===== config.mk =====
export PLATFORM = sky130hd
export DESIGN_NAME = inst_fetch
export DESIGN_NICKNAME = d
export VERILOG_FILES = /design/src/rtl/core_pkg.sv /design/src/rtl/inst_fetch_pc_next.sv /design/src/rtl/inst_fetch.sv
export SDC_FILE = /design/constraint.sdc
export NUM_CORES = 1
export LEC_CHECK = 0
export ABC_AREA = 1
export CORE_ASPECT_RATIO = 1.5
export CORE_MARGIN = 1
export CORE_UTILIZATION = 49
export DETAILED_ROUTE_END_ITERATION = 7
export GPL_ROUTABILITY_DRIVEN = 0
export GPL_TIMING_DRIVEN = 0
export PLACE_DENSITY = 0.87
export SYNTH_ARGS = -nofsm -noshare
export SYNTH_HDL_FRONTEND = slang
export SYNTH_SLANG_ARGS = --single-unit
export TNS_END_PERCENT = 1

===== constraint.sdc =====
create_clock -name CLK -period 2.4 [get_ports CLK]
set_input_delay 0.48 -clock CLK [delete_from_list [all_inputs] [get_ports CLK]]
set_output_delay 0.48 -clock CLK [all_outputs]
set_load 0.1 [all_outputs]

===== src/rtl/core_pkg.sv =====
// Shared types and helpers for the 9-bit core front end.
// Holds fetch FSM states, next-pc select codes and the branch-offset sign extender.
package core_pkg;

    localparam int IW_DEF = 16;
    localparam int DW_DEF = 9;

    typedef enum logic [1:0] {
        IDLE,
        RUN,
        HALTED
    } fetch_state_t;

    typedef enum logic [1:0] {
        PC_HOLD,
        PC_START,
        PC_INC,
        PC_TGT
    } pc_sel_t;

    // Sign-extend the 8-bit relative branch offset to the default PC width.
    function automatic logic [IW_DEF-1:0] sext_off(input logic [7:0] off);
        return {{(IW_DEF-8){off[7]}}, off};
    endfunction

endpackage


===== src/rtl/inst_fetch_pc_next.sv =====
// pc_next: combinational next-PC selection for the fetch stage.
// Ports: sel (pc_sel_t code), pc, inst_pc, br_abs, br_offset, jmp_target -> pc_nxt.
module pc_next
    import core_pkg::*;
#(
    parameter int              IW         = IW_DEF,
    parameter logic [IW-1:0]   START_ADDR = '0
) (
    input  logic [1:0]    sel,
    input  logic [IW-1:0] pc,
    input  logic [IW-1:0] inst_pc,
    input  logic          br_abs,
    input  logic [7:0]    br_offset,
    input  logic [IW-1:0] jmp_target,
    output logic [IW-1:0] pc_nxt
);

    logic [IW-1:0] off;
    logic [IW-1:0] target;

    if (IW == IW_DEF) begin : g_pkg_sext
        assign off = sext_off(br_offset);
    end else begin : g_gen_sext
        assign off = {{(IW-8){br_offset[7]}}, br_offset};
    end

    // Relative targets are taken from the instruction being redirected,
    // not from pc, which has already moved one ahead.
    assign target = br_abs ? jmp_target : inst_pc + off;

    always_comb begin
        pc_nxt = pc;
        case (pc_sel_t'(sel))
            PC_START: pc_nxt = START_ADDR;
            PC_INC:   pc_nxt = pc + IW'(1);
            PC_TGT:   pc_nxt = target;
            default:  pc_nxt = pc;
        endcase
    end

endmodule


===== src/rtl/inst_fetch.sv =====
// inst_fetch: fetch stage of the 9-bit core; owns the PC, addresses the ROM and
// registers the fetched word (inst_out/inst_pc/inst_valid) for decode.
// Ports: CLK, Reset (async high), start, halt_in, stall, br_taken, br_abs,
// br_offset, jmp_target, inst_rom in; inst_addr, inst_out, inst_pc, inst_valid, done out.
// FETCH_PERF_CNT_EN adds saturating fetch_cnt/bubble_cnt outputs.
module inst_fetch
    import core_pkg::*;
#(
    parameter int            IW         = IW_DEF,
    parameter int            DW         = DW_DEF,
    parameter logic [IW-1:0] START_ADDR = '0
) (
    input  logic          CLK,
    input  logic          Reset,
    input  logic          start,
    input  logic          halt_in,
    input  logic          stall,
    input  logic          br_taken,
    input  logic          br_abs,
    input  logic [7:0]    br_offset,
    input  logic [IW-1:0] jmp_target,
    output logic [IW-1:0] inst_addr,
    input  logic [DW-1:0] inst_rom,
    output logic [DW-1:0] inst_out,
    output logic [IW-1:0] inst_pc,
    output logic          inst_valid,
    output logic          done
`ifdef FETCH_PERF_CNT_EN
    ,
    output logic [31:0]   fetch_cnt,
    output logic [31:0]   bubble_cnt
`endif
);

    fetch_state_t  state, state_nxt;
    pc_sel_t       pc_sel;
    logic [IW-1:0] pc, pc_nxt;
    logic          run;
    logic          ld_fetch;
    logic          flush;
    logic          valid_nxt;
    logic          done_nxt;

    assign inst_addr = pc;
    assign run       = (state == RUN);

    always_ff @(posedge CLK or posedge Reset) begin
        if (Reset) state <= IDLE;
        else       state <= state_nxt;
    end

    // Priority: start > halt > stall > redirect > sequential.
    always_comb begin
        state_nxt = state;
        pc_sel    = PC_HOLD;
        ld_fetch  = 1'b0;
        flush     = 1'b0;
        valid_nxt = inst_valid;
        done_nxt  = done;
        priority case (1'b1)
            start: begin
                state_nxt = RUN;
                pc_sel    = PC_START;
                valid_nxt = 1'b0;
                done_nxt  = 1'b0;
            end
            run && halt_in && inst_valid: begin
                state_nxt = HALTED;
                valid_nxt = 1'b0;
                done_nxt  = 1'b1;
            end
            run && stall: begin
            end
            run && br_taken && inst_valid: begin
                pc_sel    = PC_TGT;
                valid_nxt = 1'b0;
                flush     = 1'b1;
            end
            run: begin
                pc_sel    = PC_INC;
                ld_fetch  = 1'b1;
                valid_nxt = 1'b1;
            end
            default: valid_nxt = 1'b0;
        endcase
    end

    pc_next #(
        .IW         (IW),
        .START_ADDR (START_ADDR)
    ) u_pc_next (
        .sel        (pc_sel),
        .pc         (pc),
        .inst_pc    (inst_pc),
        .br_abs     (br_abs),
        .br_offset  (br_offset),
        .jmp_target (jmp_target),
        .pc_nxt     (pc_nxt)
    );

    always_ff @(posedge CLK or posedge Reset) begin
        if (Reset) begin
            pc         <= START_ADDR;
            inst_out   <= '0;
            inst_pc    <= '0;
            inst_valid <= 1'b0;
            done       <= 1'b0;
        end else begin
            pc         <= pc_nxt;
            inst_valid <= valid_nxt;
            done       <= done_nxt;
            if (ld_fetch) begin
                inst_out <= inst_rom;
                inst_pc  <= pc;
            end
        end
    end

`ifdef FETCH_PERF_CNT_EN
    always_ff @(posedge CLK or posedge Reset) begin
        if (Reset) begin
            fetch_cnt  <= '0;
            bubble_cnt <= '0;
        end else if (start) begin
            fetch_cnt  <= '0;
            bubble_cnt <= '0;
        end else begin
            if (ld_fetch && fetch_cnt != '1)
                fetch_cnt <= fetch_cnt + 32'd1;
            if (flush && bubble_cnt != '1)
                bubble_cnt <= bubble_cnt + 32'd1;
        end
    end
`endif

endmodule

[Word level (Yosys, flattened, before mapping)]
Cells that the tools add are included.
Widths: inputs -> output; s select.
Word-level totals
  flip-flop bits (word level): 45
  latch bits: 0
  RAM bits: 0
  ROM bits: 0
  input bits: 40
  output and inout bits: 43
  word-level logic and storage cells: 39
  memories kept: 0
Cells by class
  add/subtract/negate cells: 2
  $mul: 0
  div/mod/pow operators: 0
  order comparisons: 0
  eq/ne operators: 5
  shift operators: 0
  multiplexer cells: 19
  bitwise logic cells: 0
  reductions and logical operators: 7
Operators with widths (number)
  $pmux 16 s3: 1
  $add 16x1->16 const B: 1
  $add 16x16->16: 1
  $mux 16: 1
  $mux 2: 7
  $mux 1: 10
  $logic_and 1x1->1: 5
  $eq 2x1->1 const B: 2
  $eq 2x2->1 const B: 2
  $ne 3x3->1 const B: 1
  $reduce_bool 3->1: 1
  $reduce_bool 2->1: 1

[Logic depth before layout (Yosys ltp)]
  word-level depth: 9
  depth in mapped cells: 12
  mapped depth without buffers: 12

[Modules after synthesis]
A second synthesis with hierarchy kept.
Unflattened totals
  cells, all modules: 488
  area, all modules: 3342.0 µm²
By module, submodules not included
  pc_next: times used 1, cells an instance 346, area an instance 1701.6 µm², sequential area each 0.0 µm²
  inst_fetch: times used 1, cells an instance 142, area an instance 1640.3 µm², sequential area each 1101.1 µm²

[Worst setup path before layout]
No wires, ideal clock.
  path type: register to register
  start point: register inst_pc[0]
  end point: register pc[14] (netlist: inst_addr[14])
  library setup time: 117 ps
  arrival time: 2170 ps
  required time: 2283 ps
  slack: 113 ps
  cell stages (with the launch flop): 13
  path buffers: 0
  clock period less this slack: 2287 ps
  path through: dfrtp_1 -> ha_1 -> fa_1 -> nand3_1 -> nand2_1 -> nand2_1 -> nand3_1 -> nand2_1 -> nand2_1 -> nand2_1 -> nand3_1 -> nand2_1 -> nand2_1
On the way
  word-level cells in the longest chain between the ends: 3
Ends and longest elaborated chain
  start, declared: line inst_fetch.sv:25  | output logic [IW-1:0] inst_pc,
  start signal, assigned: line inst_fetch.sv:114  | inst_pc <= pc;
  $add 16x16->16: line inst_fetch_pc_next.sv:29  | assign target = br_abs ? jmp_target : inst_pc + off;
  $mux 16: line inst_fetch_pc_next.sv:29
  $pmux 16 s3: line inst_fetch_pc_next.sv:33  | case (pc_sel_t'(sel))
  end signal, assigned: line inst_fetch.sv:109  | pc <= pc_nxt;
  end, declared: line inst_fetch.sv:37  | logic [IW-1:0] pc, pc_nxt;
Every way passes these cells.
A chain may end at the register's enable or synchronous reset.

[Worst setup path after layout]
  start point: register inst_pc[7]
  end point: output inst_pc[7]
No word-level cell between the ends.

==> results.md <==
* CTS sink cnt at 44
* Clock insertion delay at the later pin of the skew report at around 300 ps
* Clock transition at the registers of the reported paths at 80 ps
* Leakage power at 2.10 nW
* Drt pass-1 iters at 5
* Synth Area in Adders at 7.21%
* X dimension of the die at 66.5 um
* Xor and xnor area share after synthesis at 2.58%
* Slew at the pin closest to its max-slew limit at 1020 ps
* Port bufs at 82
* Initial DRC count at 215
* Worst min-delay path startpoint: inst_out[5]$_DFFE_PP0P_
* Maximum number of pins on one net before global-route repair at 45
* Maximum clock frequency at 420 MHz
* Antenna diode instance count at 0
* Portion of the clock cycle consumed by the worst path in the final layout at 99.2%
* Arrival time of the worst setup path at 1900 ps
* Die Footprint at 0.00656 sq mm
* Total clock buffers created by CTS at 5
* Post-synth design cell area at between 0.003 and 0.004 sq mm
* # Post-CTS Setup Buffers at 0
* Max-slew violation count at 0
* Total power draw at 0.00221 W
* Clk Tree Root Cell: clkbuf_8
* Outcome: finished clean
* Critical path's top delay family: buffers and inverters
* Worst max-slew margin expressed relative to the limit at 31.7%
* Layout Skew at 4.64 ps
* Area of the multi-input gates at approximately 0.0017 sq mm
* Setup slack, reg-to-reg at 290 ps
* TritonCTS clock tree: done
* Growth of design area from synthesis to finish at 33.6%
* Post-Synth Simple-Gate Area at 35.7%
* Maximum VDD drop at 0.000510 V
* IO Count at 83
* Setup repair after global routing missed its margin: false
* Instance count of the mapped netlist at between 400 and 500
* Core area at 0.00591 sq mm
* DRC Markers at 0
* Worst setup path startpoint: inst_pc[7]$_DFFE_PP0P_
* Clock period minus final worst setup slack at 2380 ps
* Clock tree buffer depth at 2
* First-pass GRT wire length at 14.5 mm
* H-Tree Depth at 2
* Utilization of the core after routing at 69.0%
* Crit path max fanout at 3
* Fraction of registers with async set or reset after synthesis at 100%
* Initial antenna violation count at 0
* Per-cell routed wire length at 14.2 um
* Cell variety after synth at 32
* Startpoint of the worst register-to-register path: inst_pc[0]$_DFFE_PP0P_
* Series of cell instances along the critical path: clkdlybuf4s50_1
* Hold EP: inst_out[5]$_DFFE_PP0P_
* Part of the Yosys area used for sequential elements at 36.1%
* Initial Util at 51.6%
* Placed wire-length estimate at slightly below 7 mm
* Min-Delay Path Class: reg -> reg
* Delay of the slowest critical-path stage at 1170 ps
* Number of maximum-capacitance violations at 0
* Sort of element at the start of the critical path: register
* Total of fill cells in the finished design at just under 500
* Type of the setup path with the least slack: reg -> out
* Instance area after placement at roughly 0.004 sq mm
* Avg Synthesized Cell Area at approximately 6.8 sq um
* Number of nets produced by synthesis at 503
* Wirelength, routed at 8.64 mm
* Vert. Die Dim at about 99 um
* Pwr/cell area at 542 mW/mm^2
* Element type at the critical path end: output pin
* CP max-delay cell: clkdlybuf4s50_1
* Compound-cell area share of the yosys netlist at ~9.7%
* Total track usage at approximately 29%
* R2R cell count at 12
* Final #Nets at 592
* Number of global-route vias before repair at 3277
* Final count of negative-setup-slack endpoints at 0
* Ratio of routed vias to standard cells at ~5.3
* Hold bufs inserted after CTS at 0
* Share of cells above drive strength 1 at a little over 5%
* FF+latch count, synth at 44
* Critical path data required time at 1920 ps
* Crit path buffers/inverters at 1
* Number of warnings issued by yosys at 0
* Final-report hold violation count at 0
* Final std cell area, no fill at 0.00408 sq mm
* Reg area at ~0.0011 sq mm
* Number of synthesized flops with an enable pin at 0
* Proportion of synthesized area in mux cells at 0%
* Ys flop type: dfrtp_1
* DR vias at 3208
* Capturing point of the worst reg2reg path: inst_addr[14]$_DFFE_PP0P_
* Final antenna-violating net count at 0
* Remaining global-route overflow at 0
* Count of cells along the worst hold path at 2
* Dominant combinational cell family by area after synthesis: simple AND/OR/NAND/NOR gates
* Number of standard-cell rows in the floorplan at 34
==> worst register-to-register path: cells and delay by family, from the launching register on <==
kind                     cells  cell delay (ps)
flip-flops                   1              420
adder cells (fa/ha/maj)      2              650
AND/OR/NAND/NOR             10              950
==> worst max path at each step <==
| stage | endpoint | slack, ps | depth (start not counted) |
|---|---|---|---|
| floorplan | inst_addr[14]$_DFFE_PP0P_ | 110 | 12 |
| finish | inst_pc[7] | 20 | 1 |
| CTS | inst_pc[1] | 3 | 1 |
| global placement | inst_addr[13]$_DFFE_PP0P_ | -200 | 12 |
| global route | inst_addr[12] | 0.7 | 1 |
| detailed placement | inst_addr[13]$_DFFE_PP0P_ | -240 | 12 |
==> Yosys cell counts (2+ instances only) <==
master | n | area [sq um]
a21oi_1 | 16 | 80.1
buf_2 | 3 | 15.0
buf_6 | 2 | 22.5
clkbuf_1 | 2 | 7.51
dfrtp_1 | 44 | 1100
ha_1 | 16 | 200
inv_1 | 52 | 195
inv_2 | 2 | 7.51
nand2_1 | 153 | 574
nand3_1 | 40 | 200
nand3_2 | 2 | 20.0
nand3b_1 | 2 | 15.0
nand4_1 | 4 | 25.0
nor2_1 | 43 | 161
nor2_2 | 2 | 12.5
nor2_4 | 2 | 22.5
nor3_1 | 4 | 20.0
o211ai_1 | 7 | 52.6
o21ai_0 | 18 | 90.1
o21ai_1 | 12 | 60.1
or2_2 | 2 | 12.5
xnor2_1 | 4 | 35.0
xor2_1 | 5 | 43.8
==> cells by family after synthesis <==
| logic type | count (synthesis) |
|---|---|
| simple gates | 257 |
| flops | 44 |
| xor+xnor | 9 |
| compound gates | 55 |
| buf+inv | 64 |
| fa+ha+maj | 17 |
==> cell usage in the layout, fill, tap and decap left out, types with 2 or more instances in the layout <==
master           synthesis  layout
a21oi_1                 16      16
buf_2                    3       3
buf_6                    2       2
clkbuf_1                 2       3
clkbuf_8                 0       5
clkdlybuf4s50_1          0      76
dfrtp_1                 44      44
dlygate4sd2_1            0       2
dlymetal6s2s_1           0       4
ha_1                    16      16
inv_1                   52      51
inv_2                    2       3
nand2_1                153     153
nand3_1                 40      40
nand3_2                  2       2
nand3b_1                 2       2
nand4_1                  4       4
nor2_1                  43      43
nor2_2                   2       2
nor2_4                   2       2
nor3_1                   4       4
o211ai_1                 7       7
o21ai_0                 18      18
o21ai_1                 12      12
or2_2                    2       2
xnor2_1                  4       4
xor2_1                   5       5
==> power by group <==
part,internal [W],switching (W)
logic,0.000229,0.000596
clock network,0.000309,0.000241
registers,0.000794,0.0000439
==> registers in the layout (all words and copies together), names as in the netlist <==
name        flops
inst_addr      16
inst_pc        16
inst_out        9
state           2
inst_valid      1
==> layer usage <==
layer  vias to the layer above  global-route usage [%]  wire, um
li1                       1602                       -         -
met2                       100                    51.7      4640
met4                         0                    10.6       224
met1                      1487                    33.4      3370
met5                         -                       0         0
met3                        19                    4.17       408
==> per-stage QoR <==
step,TNS (ps),hold WS [ps],instances,worst slack [ps]
final,0,494,608,18.7
after global placement,-612,467,600,-200
after global routing,0,543,608,0.743
after floorplan,0,540,446,113
after CTS,0,499,608,3.10
after detailed placement,-922,469,600,-238
==> what timing repair did <==
item                                   in CTS  in global routing
gates resized for setup                     2                  4
gates cloned                                0                  0
endpoints found under the hold margin       0                  0
setup endpoints to repair                   2                  6
==> layout make-up <==
class                      count  share of cell area (%)
clock buffer                   6                    1.78
timing repair buffer          82                    20.3
inverter                      56                    5.21
sequential                    44                    27.0
tap                           72                    2.21
buffer                         8                    1.29
multi-input combinational    338                    41.3
clock inverter                 2                   0.859
No activity file was read; power rests on OpenSTA's default activity.
